--- config.mk ---
export PLATFORM = sky130hd
export DESIGN_NAME = fetch_prefetch_unit
export DESIGN_NICKNAME = d
export VERILOG_FILES = /design/src/rtl/fetch_prefetch_unit_pkg.sv /design/src/rtl/fetch_prefetch_unit_queue.sv /design/src/rtl/fetch_prefetch_unit.sv
export SDC_FILE = /design/constraint.sdc
export NUM_CORES = 1
export LEC_CHECK = 0
export ABC_AREA = 0
export BUFFER_PORTS_ARGS = -buffer_cell sky130_fd_sc_hd__buf_2
export CAP_MARGIN = 20
export CORE_MARGIN = 3
export CORE_UTILIZATION = 42
export DETAILED_ROUTE_END_ITERATION = 6
export GPL_ROUTABILITY_DRIVEN = 0
export PLACE_DENSITY = 0.62
export RECOVER_POWER = 100
export SKIP_LAST_GASP = 1
export SYNTH_ARGS = -nofsm -noshare
export SYNTH_HDL_FRONTEND = slang
export SYNTH_SLANG_ARGS = --single-unit
--- constraint.sdc ---
create_clock -name clk -period 3.3 [get_ports clk]
set_input_delay 0.165 -clock clk [delete_from_list [all_inputs] [get_ports clk]]
set_output_delay 0.165 -clock clk [all_outputs]
set_load 0.01 [all_outputs]
--- src/rtl/fetch_prefetch_unit_pkg.sv ---
// Shared constants and types for the fetch/prefetch stage.
package fetch_prefetch_unit_pkg;

    localparam int XLEN        = 32;
    localparam int INSTR_WIDTH = 32;

    localparam logic [INSTR_WIDTH-1:0] NOP_INSTR        = 32'h0000_0013;
    localparam logic [XLEN-1:0]        DEFAULT_RESET_PC = 32'h0000_0000;

    // One buffered fetch result: the instruction word and the PC it was fetched from.
    typedef struct packed {
        logic [INSTR_WIDTH-1:0] instr;
        logic [XLEN-1:0]        pc;
    } fetch_entry_t;

    // Sequential PC; wraps modulo 2^XLEN.
    function automatic logic [XLEN-1:0] pc_next(input logic [XLEN-1:0] pc);
        return pc + XLEN'(4);
    endfunction

endpackage

--- src/rtl/fetch_prefetch_unit_queue.sv ---
// Parameterised circular FIFO used for the instruction queue and the in-flight PC shadow.
module fetch_queue #(
    parameter int WIDTH = 64,
    parameter int DEPTH = 4
) (
    input  logic                   clk,
    input  logic                   reset,
    input  logic                   clear,
    input  logic                   push,
    input  logic [WIDTH-1:0]       push_data,
    input  logic                   pop,
    output logic [WIDTH-1:0]       head_data,
    output logic                   full,
    output logic                   empty,
    output logic [$clog2(DEPTH):0] count
);
    localparam int AW = $clog2(DEPTH);
    localparam int CW = AW + 1;

    logic [WIDTH-1:0] mem_q [DEPTH];
    logic [AW-1:0]    rd_ptr_q, rd_ptr_d;
    logic [AW-1:0]    wr_ptr_q, wr_ptr_d;
    logic [CW-1:0]    count_q, count_d;
    logic             do_push;
    logic             do_pop;

    assign full      = (count_q == CW'(DEPTH));
    assign empty     = (count_q == '0);
    assign count     = count_q;
    assign head_data = mem_q[rd_ptr_q];

    // A push into a full queue is only taken when the head leaves on the same edge.
    assign do_pop  = pop && !empty;
    assign do_push = push && (!full || do_pop);

    always_comb begin
        rd_ptr_d = rd_ptr_q;
        wr_ptr_d = wr_ptr_q;
        count_d  = count_q;
        if (clear) begin
            rd_ptr_d = '0;
            wr_ptr_d = '0;
            count_d  = '0;
        end else begin
            if (do_push) begin
                wr_ptr_d = wr_ptr_q + AW'(1);
            end
            if (do_pop) begin
                rd_ptr_d = rd_ptr_q + AW'(1);
            end
            count_d = count_q + CW'(do_push) - CW'(do_pop);
        end
    end

    always_ff @(posedge clk or posedge reset) begin
        if (reset) begin
            rd_ptr_q <= '0;
            wr_ptr_q <= '0;
            count_q  <= '0;
        end else begin
            rd_ptr_q <= rd_ptr_d;
            wr_ptr_q <= wr_ptr_d;
            count_q  <= count_d;
        end
    end

    always_ff @(posedge clk) begin
        if (do_push && !clear) begin
            mem_q[wr_ptr_q] <= push_data;
        end
    end

endmodule

--- src/rtl/fetch_prefetch_unit.sv ---
// Fetch stage: owns the fetch PC, issues in-order requests to instruction memory,
// buffers returned words with their PCs and presents one instruction per cycle.
module fetch_prefetch_unit
    import fetch_prefetch_unit_pkg::*;
#(
    parameter int          DEPTH    = 4,
    parameter logic [31:0] RESET_PC = DEFAULT_RESET_PC
) (
    input  logic                   clk,
    input  logic                   reset,
    input  logic                   redirect,
    input  logic [XLEN-1:0]        redirect_target,
    input  logic                   stall,
    output logic                   imem_req_valid,
    input  logic                   imem_req_ready,
    output logic [XLEN-1:0]        imem_req_addr,
    input  logic                   imem_resp_valid,
    input  logic [INSTR_WIDTH-1:0] imem_resp_data,
    output logic                   instr_valid,
    output logic [INSTR_WIDTH-1:0] instructionF,
    output logic [XLEN-1:0]        PCF,
    output logic [XLEN-1:0]        PCPlus4F
);
    localparam int CW = $clog2(DEPTH) + 1;

    logic [XLEN-1:0] pc_q, pc_d;
    logic [CW-1:0]   outstanding_q, outstanding_d;
    logic [CW-1:0]   drop_q, drop_d;
    logic [CW:0]     credit_used;

    logic            issue;
    logic            resp_live;
    logic            iq_push;
    logic            iq_pop;
    fetch_entry_t    iq_push_data;
    fetch_entry_t    iq_head;
    logic            iq_full;
    logic            iq_empty;
    logic [CW-1:0]   iq_count;

    logic [XLEN-1:0] sh_head;
    logic            sh_full;
    logic            sh_empty;
    logic [CW-1:0]   sh_count;

    // Request channel: a request transfers on every edge where imem_req_valid and
    // imem_req_ready are both high; an unaccepted request holds its address until
    // taken, and is only withdrawn by redirect or reset.
    assign credit_used    = {1'b0, outstanding_q} + {1'b0, iq_count};
    assign imem_req_valid = !reset && !redirect && (credit_used < (CW+1)'(DEPTH));
    assign imem_req_addr  = pc_q;
    assign issue          = imem_req_valid && imem_req_ready;

    // With nothing outstanding a response can only be stale, so it is ignored.
    assign resp_live = imem_resp_valid && (outstanding_q != '0);
    assign iq_push   = resp_live && (drop_q == '0) && !redirect;
    assign iq_pop    = instr_valid && !stall && !redirect;

    always_comb begin
        iq_push_data       = '0;
        iq_push_data.instr = imem_resp_data;
        iq_push_data.pc    = sh_head;
    end

    always_comb begin
        pc_d          = pc_q;
        outstanding_d = outstanding_q + CW'(issue) - CW'(resp_live);
        drop_d        = drop_q;
        if (redirect) begin
            pc_d   = redirect_target & 32'hFFFF_FFFC;
            // Everything still in flight after this cycle belongs to the old path.
            drop_d = outstanding_q - CW'(resp_live);
        end else begin
            if (issue) begin
                pc_d = pc_next(pc_q);
            end
            if (resp_live && (drop_q != '0)) begin
                drop_d = drop_q - CW'(1);
            end
        end
    end

    always_ff @(posedge clk or posedge reset) begin
        if (reset) begin
            pc_q          <= RESET_PC;
            outstanding_q <= '0;
            drop_q        <= '0;
        end else begin
            pc_q          <= pc_d;
            outstanding_q <= outstanding_d;
            drop_q        <= drop_d;
        end
    end

    fetch_queue #(
        .WIDTH ($bits(fetch_entry_t)),
        .DEPTH (DEPTH)
    ) u_instr_queue (
        .clk       (clk),
        .reset     (reset),
        .clear     (redirect),
        .push      (iq_push),
        .push_data (iq_push_data),
        .pop       (iq_pop),
        .head_data (iq_head),
        .full      (iq_full),
        .empty     (iq_empty),
        .count     (iq_count)
    );

    // PC of every request in flight; dropped requests are popped with their responses.
    fetch_queue #(
        .WIDTH (XLEN),
        .DEPTH (DEPTH)
    ) u_pc_shadow (
        .clk       (clk),
        .reset     (reset),
        .clear     (1'b0),
        .push      (issue),
        .push_data (pc_q),
        .pop       (resp_live),
        .head_data (sh_head),
        .full      (sh_full),
        .empty     (sh_empty),
        .count     (sh_count)
    );

    assign instr_valid  = !iq_empty;
    assign instructionF = instr_valid ? iq_head.instr : NOP_INSTR;
    assign PCF          = instr_valid ? iq_head.pc : '0;
    assign PCPlus4F     = pc_next(PCF);

    assert property (@(posedge clk) disable iff (reset) !(resp_live && iq_full));
    assert property (@(posedge clk) disable iff (reset) !(issue && sh_full));
    assert property (@(posedge clk) disable iff (reset) sh_count == outstanding_q);
    assert property (@(posedge clk) disable iff (reset) sh_empty == (outstanding_q == '0));
    assert property (@(posedge clk) disable iff (reset)
        (imem_req_valid && !imem_req_ready) |=> (redirect || (imem_req_valid && $stable(imem_req_addr))));

endmodule
==> impl_metrics.py, run 1 <==
metrics = {
    "worst_setup_path": {
        "cp_slowest_stage_delay_ps": 570,
        "crit_path_end_kind": "primary output",
        "path_cells": "inv_6, mux4_2, or2_4, or4_1, or4_4, xnor2_1, buf_2",
        "cpMaxStageDelayCell": "dfrtp_4",
        "rr_endpoint": "u_pc_shadow.mem_q[0][4]",
        "crit_cells": 7,
        "path_delay_family": "simple AND/OR/NAND/NOR gates",
        "required_ps": 3130,
        "worst_r2r_path_depth": 8,
        "path_buf_inv": 2,
        "rrSetupSlack_ps": 90,
        "cp-start-kind": "flop",
        "critPathKind": "reg2out",
        "r2r-start": "outstanding_q[2]",
        "cp_max_fo": 8,
        "crit_arrival_ps": 3170,
    },
    "clock_network": {
        "cts_buffers": 45,
        "h-tree-depth": 2,
        "insertion_delay_ps": 550,
        "clk_path_buf_depth": 3,
        "clkSinkCount": 418,
        "cts_root_buf": "clkbuf_16",
        "cts_tree": "built",
        "cts.clk_slew.worst_paths_ps": 60,
    },
    "power": {
        "power_density_nw_per_um2": 709.5,
        "p_clk_frac": 0.312,
        "switchingPower_mw": 4.613,
        "p_sw_frac": 0.2957,
        "finalPower_mw": 15.60,
        "p_leak_nw": 7.733,
        "peakVddDrop_mv": 0.3963,
        "p_seq_frac": 0.428,
        "comb_power_share": 0.260,
        "p_int_mw": 10.99,
    },
    "route": {
        "ant_nets": 0,
        "first_pass_iters": 5,
        "dr.first_iter.drc_count": 548,
        "via_per_inst": 5.351,
        "remaining_drc_errors": 0,
        "routed_wl_um": 40290,
        "wl_per_cell_um": 20.79,
        "vias": 10371,
    },
    "global_routing": {
        "grt_use_total": 0.1797,
        "antenna_found_initial": 0,
        "grt_pass1_wl_um": 62360,
        "overflow": 0,
        "grt_pass1_vias": 10781,
        "grt_max_degree": 63,
    },
    "floorplan": {
        "dieArea_um2": 44760,
        "core_region_area_um2": 41290,
        "fp.dieW_um": 211.6,
        "row_count": 74,
        "initial_utilization": 0.4298,
        "dieHeight_um": 211.6,
        "io_pins": 200,
    },
    "yosys": {
        "synthesis.area_um2": 17750,
        "yosysSeqAreaShare": 0.6931,
        "synthArstFlopShare": 0.1196,
        "dominantRegCellSynth": "edfxtp_1",
        "ys_seq_elements": 418,
        "synth_enable_flop_cells": 368,
        "syn_inst": 1053,
        "ys_warn_count": 0,
        "ys_types": 58,
        "synth_area_per_cell_um2": 16.85,
    },
    "sta": {
        "hold_ws_ps": 67.97,
        "fin_crit_sh": 1.011,
        "slew_viol_final": 0,
        "tns_ps": -35.88,
        "setup_violations": 1,
        "finalWorstSetupSlack_ps": -35.88,
        "rsz0062_at_grt": "true",
        "fin_crit_ps": 3336,
        "tightest_slew_ps": 978.3,
        "clock_skew_ps": 30.41,
        "hold_violations": 0,
        "slew_headroom": 0.3478,
        "fmax_mhz": 299.8,
    },
    "layout": {
        "nFillCells": 3379,
        "final_cell_area_um2": 21990,
        "final_util": 0.5326,
        "syn2layout_area_growth_pct": 23.91,
        "mostFrequentLayoutCells": "368 x edfxtp_1, 101 x buf_2, 99 x clkbuf_1, 91 x mux4_2",
        "layout_commonest_cell": "edfxtp_1",
        "layout.nets": 1465,
        "layout-drive-gt1-share": 0.2624,
        "diodes": 0,
    },
    "run": {
        "max_cap_viol_count": 0,
    },
    "status": {
        "violations": "negative setup slack",
        "status": "finished with violations",
    },
    "placement": {
        "dp_hpwl_um": 25800,
        "io_buffers": 191,
        "placed_area_um2": 19570,
    },
    "worst_hold_path": {
        "hold_path_end": "u_instr_queue.rd_ptr_q[0]",
        "hp-class": "in2reg",
        "whs_path_depth": 4,
        "hold_start": "stall",
    },
}
synth_stat cells, drive strengths merged, types with 2 or more instances:
| cell | number | area, µm² |
|---|---|---|
| nand3 | 33 | 165.2 |
| o211ai | 7 | 52.55 |
| ha | 22 | 275.3 |
| o21a | 2 | 15.01 |
| nand3b | 6 | 45.04 |
| xnor2 | 28 | 245.2 |
| a221o | 5 | 50.05 |
| nor2b | 9 | 56.30 |
| buf | 32 | 177.7 |
| a31oi | 3 | 18.77 |
| mux4 | 92 | 2076 |
| nor3b | 2 | 15.01 |
| or4 | 4 | 30.03 |
| nor3 | 12 | 60.06 |
| nor2 | 32 | 120.1 |
| and3 | 7 | 43.79 |
| clkbuf | 20 | 75.07 |
| edfxtp | 368 | 11050 |
| nand4 | 13 | 81.33 |
| fa | 3 | 60.06 |
| a211oi | 5 | 37.54 |
| nor4b | 2 | 30.03 |
| inv | 34 | 127.6 |
| mux2 | 3 | 33.78 |
| and4 | 8 | 70.07 |
| o31ai | 2 | 15.01 |
| o21ai | 33 | 165.2 |
| xor2 | 22 | 192.7 |
| o22ai | 2 | 12.51 |
| a32oi | 4 | 35.03 |
| and2 | 66 | 412.9 |
| o311ai | 6 | 52.55 |
| nand2 | 68 | 255.2 |
| a21oi | 14 | 70.07 |
| nor4 | 4 | 31.28 |
| or2 | 7 | 43.79 |
| nand4b | 2 | 17.52 |
| mux2i | 6 | 60.06 |
| dfrtp | 50 | 1251 |
| o2111ai | 2 | 17.52 |
| a311oi | 2 | 17.52 |
kinds of logic after synthesis:
kind of cell | synth area share
mux | 0.1222
other cells | 0.0002113
buf+inv | 0.02143
xor+xnor | 0.02467
fa+ha+maj | 0.01889
flops | 0.6931
compound gates | 0.03546
simple gates | 0.08396
area by class of cell:
| type | instances | area (µm²) | area share |
|---|---|---|---|
| multi-input cells | 554 | 5295 | 0.2408 |
| well taps | 532 | 665.6 | 0.03027 |
| repair buffers | 317 | 2146 | 0.09757 |
| flip-flops and latches | 418 | 12310 | 0.5598 |
| inverters | 34 | 132.6 | 0.006031 |
| clock buffers | 56 | 1217 | 0.05536 |
| clock inverters | 27 | 225.2 | 0.01024 |
worst reg2reg max path: stages (launching register included):
cell	delay (ps)
dfrtp_1	430
ha_1	300
or4_1	560
nor4b_1	550
inv_2	110
a31oi_1	240
buf_4	190
and2_1	160
buf_4	320
flip-flops by register name, indices dropped and copies added, names as in the netlist, 3 cells and up:
register and cells:
u_instr_queue.mem_q 248, u_instr_queue.count 3, u_pc_shadow.mem_q 120, drop_q 3
u_pc_shadow.count 3, imem_req_addr 30, outstanding_q 3
metrics by stage:
stage	std cells	worst slack, ps
6_report	1938	-35.88
5_1_grt	1938	-155.0
2_1_floorplan	1058	11.31
3_5_place_dp	1767	153.3
4_1_cts	1930	-90.65
3_3_place_gp	1767	206.4
layer usage:
layer	wire (µm)	vias up	track usage	share of wire
met2	18880	379	0.2900	0.47
met5	0	-	0	0
met3	2600	54	0.03586	0.065
li1	-	4732	-	-
met1	18050	5206	0.2545	0.45
met4	756	0	0.04342	0.019
worst max-delay path by stage:
stage,from,endpoint,slack [ps]
2_1_floorplan,outstanding_q[2],u_pc_shadow.mem_q[2][10],10
6_report,u_instr_queue.rd_ptr_q[0],PCPlus4F[29],-40
3_5_place_dp,u_instr_queue.count[0],PCPlus4F[28],150
5_1_grt,u_instr_queue.rd_ptr_q[1],PCPlus4F[29],-150
3_3_place_gp,u_instr_queue.count[2],PCPlus4F[28],210
4_1_cts,u_instr_queue.rd_ptr_q[0],PCPlus4F[23],-90
power groups by stage:
| stage | Sequential (mW) | Clock [mW] | Combinational [mW] |
|---|---|---|---|
| after CTS | 6.68 | 4.98 | 4.06 |
| final | 6.68 | 4.87 | 4.05 |
| after floorplan | 6.62 | 0 | 2.57 |
| after global routing | 6.73 | 5.21 | 4.46 |
| after detailed placement | 6.79 | 0 | 3.91 |
| after global placement | 6.77 | 0 | 3.86 |
timing repair:
| item | in CTS | in global routing |
|---|---|---|
| buffers inserted | 16 | 7 |
| hold buffers | 63 | 0 |
| pin swaps | 3 | 9 |
| gates resized for setup | 21 | 36 |
| gates cloned | 1 | 1 |
| endpoints found under the setup margin | 14 | 15 |
| endpoints found under the hold margin | 170 | 0 |
Power figures use the tool's default switching activity.
==> run 2, diff against run 1 <==
--- a/config.mk
+++ b/config.mk
@@ -12,7 +12,7 @@
 export CORE_UTILIZATION = 42
 export DETAILED_ROUTE_END_ITERATION = 6
 export GPL_ROUTABILITY_DRIVEN = 0
-export PLACE_DENSITY = 0.62
+export PLACE_DENSITY = 0.59
 export RECOVER_POWER = 100
 export SKIP_LAST_GASP = 1
 export SYNTH_ARGS = -nofsm -noshare
==> constraint.sdc (replaced) <==
create_clock -name clk -period 4.3 [get_ports clk]
set_input_delay 0.215 -clock clk [delete_from_list [all_inputs] [get_ports clk]]
set_output_delay 0.215 -clock clk [all_outputs]
set_load 0.01 [all_outputs]
==> impl_metrics.py, run 2 (synthesized netlist as in run 1, its figures left out) <==
metrics = {
    "layout": {
        "mostFrequentLayoutCells": "368 x edfxtp_1, 129 x clkbuf_1, 91 x mux4_2, 77 x buf_2, 68 x nand2_1",
        "layout-drive-gt1-share": 0.1870,
        "regMostFlops": "u_instr_queue.mem_q",
        "syn2layout_area_growth_pct": 18.94,
        "layout_commonest_cell": "edfxtp_1",
        "layout.nets": 1421,
        "diodes": 0,
        "layoutNonFillerInstCount": 1890,
        "largest_reg_flops": 248,
    },
    "worst_setup_path": {
        "cp-start-kind": "flop",
        "required_ps": 4440,
        "cpMaxStageDelayCell": "clkbuf_2",
        "rrSetupSlack_ps": 310,
        "worst_r2r_path_depth": 7,
        "crit_arrival_ps": 4130,
        "r2r-start": "outstanding_q[2]",
        "critPathKind": "reg2reg",
        "path_delay_family": "simple AND/OR/NAND/NOR gates",
        "cp_max_fo": 30,
        "rr_endpoint": "u_pc_shadow.mem_q[0][9]",
        "crit_cells": 7,
        "crit_start": "outstanding_q[2]",
        "path_buf_inv": 2,
        "crit_end": "u_pc_shadow.mem_q[0][9]",
        "cp_slowest_stage_delay_ps": 670,
        "crit_path_end_kind": "flop",
        "path_cells": "ha_1, or4_1, nor4b_1, inv_1, a31oi_1, and2_1, clkbuf_2",
    },
    "global_routing": {
        "grt_use_total": 0.1715,
        "grt_max_degree": 63,
        "overflow": 0,
        "antenna_found_initial": 0,
        "grt_pass1_wl_um": 59420,
        "grt_pass1_vias": 10348,
    },
    "run": {
        "max_cap_viol_count": 5,
    },
    "route": {
        "ant_nets": 0,
        "first_pass_iters": 5,
        "vias": 10040,
        "wl_per_cell_um": 20.41,
        "remaining_drc_errors": 0,
        "dr.first_iter.drc_count": 766,
        "routed_wl_um": 38580,
        "via_per_inst": 5.312,
    },
    "floorplan": {
        "io_pins": 200,
        "row_count": 74,
        "fp.dieW_um": 211.6,
        "core_region_area_um2": 41290,
        "dieArea_um2": 44760,
        "dieHeight_um": 211.6,
        "initial_utilization": 0.4298,
    },
    "sta": {
        "setup_violations": 0,
        "slew_headroom": -0.9469,
        "fin_crit_sh": 0.9273,
        "fmax_mhz": 250.8,
        "hold_violations": 0,
        "tightest_slew_ps": 2920,
        "tns_ps": 0,
        "clock_skew_ps": 12.60,
        "fin_crit_ps": 3987,
        "rsz0062_at_grt": "false",
        "slew_viol_final": 224,
        "hold_ws_ps": 113.4,
    },
    "status": {
        "status": "finished with violations",
        "violations": "max-capacitance violations, max-slew violations",
    },
    "placement": {
        "dp_cells": 1750,
        "dp_hpwl_um": 25020,
        "io_buffers": 191,
    },
    "worst_hold_path": {
        "hp-class": "in2reg",
    },
    "clock_network": {
        "cts_tree": "built",
        "cts_resized": 0,
        "insertion_delay_ps": 530,
        "cts_buffers": 43,
        "cts_root_buf": "clkbuf_16",
        "cts.clk_slew.worst_paths_ps": 60,
        "clk_path_buf_depth": 3,
        "h-tree-depth": 2,
        "clkSinkCount": 418,
    },
    "power": {
        "p_leak_nw": 7.163,
        "peakVddDrop_mv": 0.2437,
        "power_density_nw_per_um2": 543.5,
    },
}
## run 2: changes by cell type in the layout (fill, tap and decap cells not counted), sizes merged
| cell | delta |
|---|---|
| clkinvlp | -4 |
| clkinv | +4 |
| inv | -5 |
| bufbuf | -1 |
| buf | -73 |
| clkbuf | +31 |
## run 2: worst min-delay path by stage
stage / startpoint / to / slack, ps / depth (start not counted)
floorplan: imem_resp_data[0] / u_instr_queue.mem_q[0][32] / 310 / 0
global placement: redirect_target[15] / imem_req_addr[15] / 420 / 3
detailed placement: redirect_target[17] / imem_req_addr[17] / 420 / 3
CTS: stall / u_instr_queue.rd_ptr_q[0] / 90 / 4
global route: stall / u_instr_queue.rd_ptr_q[0] / 110 / 4
finish: stall / u_instr_queue.rd_ptr_q[0] / 110 / 4
## run 2: per-stage QoR
stage / instance area (µm²) / power (mW) / setup slack, ps / util
after floorplan: 17770 / 7.053 / 1011 / -
after global placement: 19370 / 8.080 / 910.6 / 0.4691
after detailed placement: 19370 / 8.130 / 849.2 / 0.4691
after CTS: 21340 / 11.72 / 267.1 / 0.5167
after global routing: 21110 / 12.09 / 23.42 / 0.5112
final: 21110 / 11.47 / 312.6 / 0.5112
## run 2: report_power, final
| group | total, mW | switching (mW) | internal [mW] |
|---|---|---|---|
| clock | 3.51 | 1.43 | 2.08 |
| sequential | 5.20 | 0.343 | 4.85 |
| combinational | 2.77 | 1.56 | 1.21 |
| total | 11.5 | 3.33 | 8.14 |
## run 2: routing by layer
layer  share of wire  GRT usage
met5               0          0
met4           0.022    0.04642
met3           0.059    0.03201
met2            0.46     0.2706
met1            0.46     0.2478
## run 2: worst reg2reg max path: stages, from the launching register on
cell and delay, ps:
dfrtp_1 420, ha_1 300, or4_1 540, nor4b_1 400
inv_1 400, a31oi_1 630, and2_1 210, clkbuf_2 670
## run 2: what timing repair did
item                                   4_1_cts  5_1_grt
endpoints found under the hold margin      208        0
buffers inserted                             0        0
hold buffers                                63        0
## run 2: final cells by class
class	instances	area, µm²
Tap cell	532	665.6
Fill cell	3503	20190
Clock buffer	55	1164
Clock inverter	22	170.2
Sequential cell	418	12310
Timing Repair Buffer	275	1590
Inverter	34	127.6
Multi-Input combinational cell	554	5081
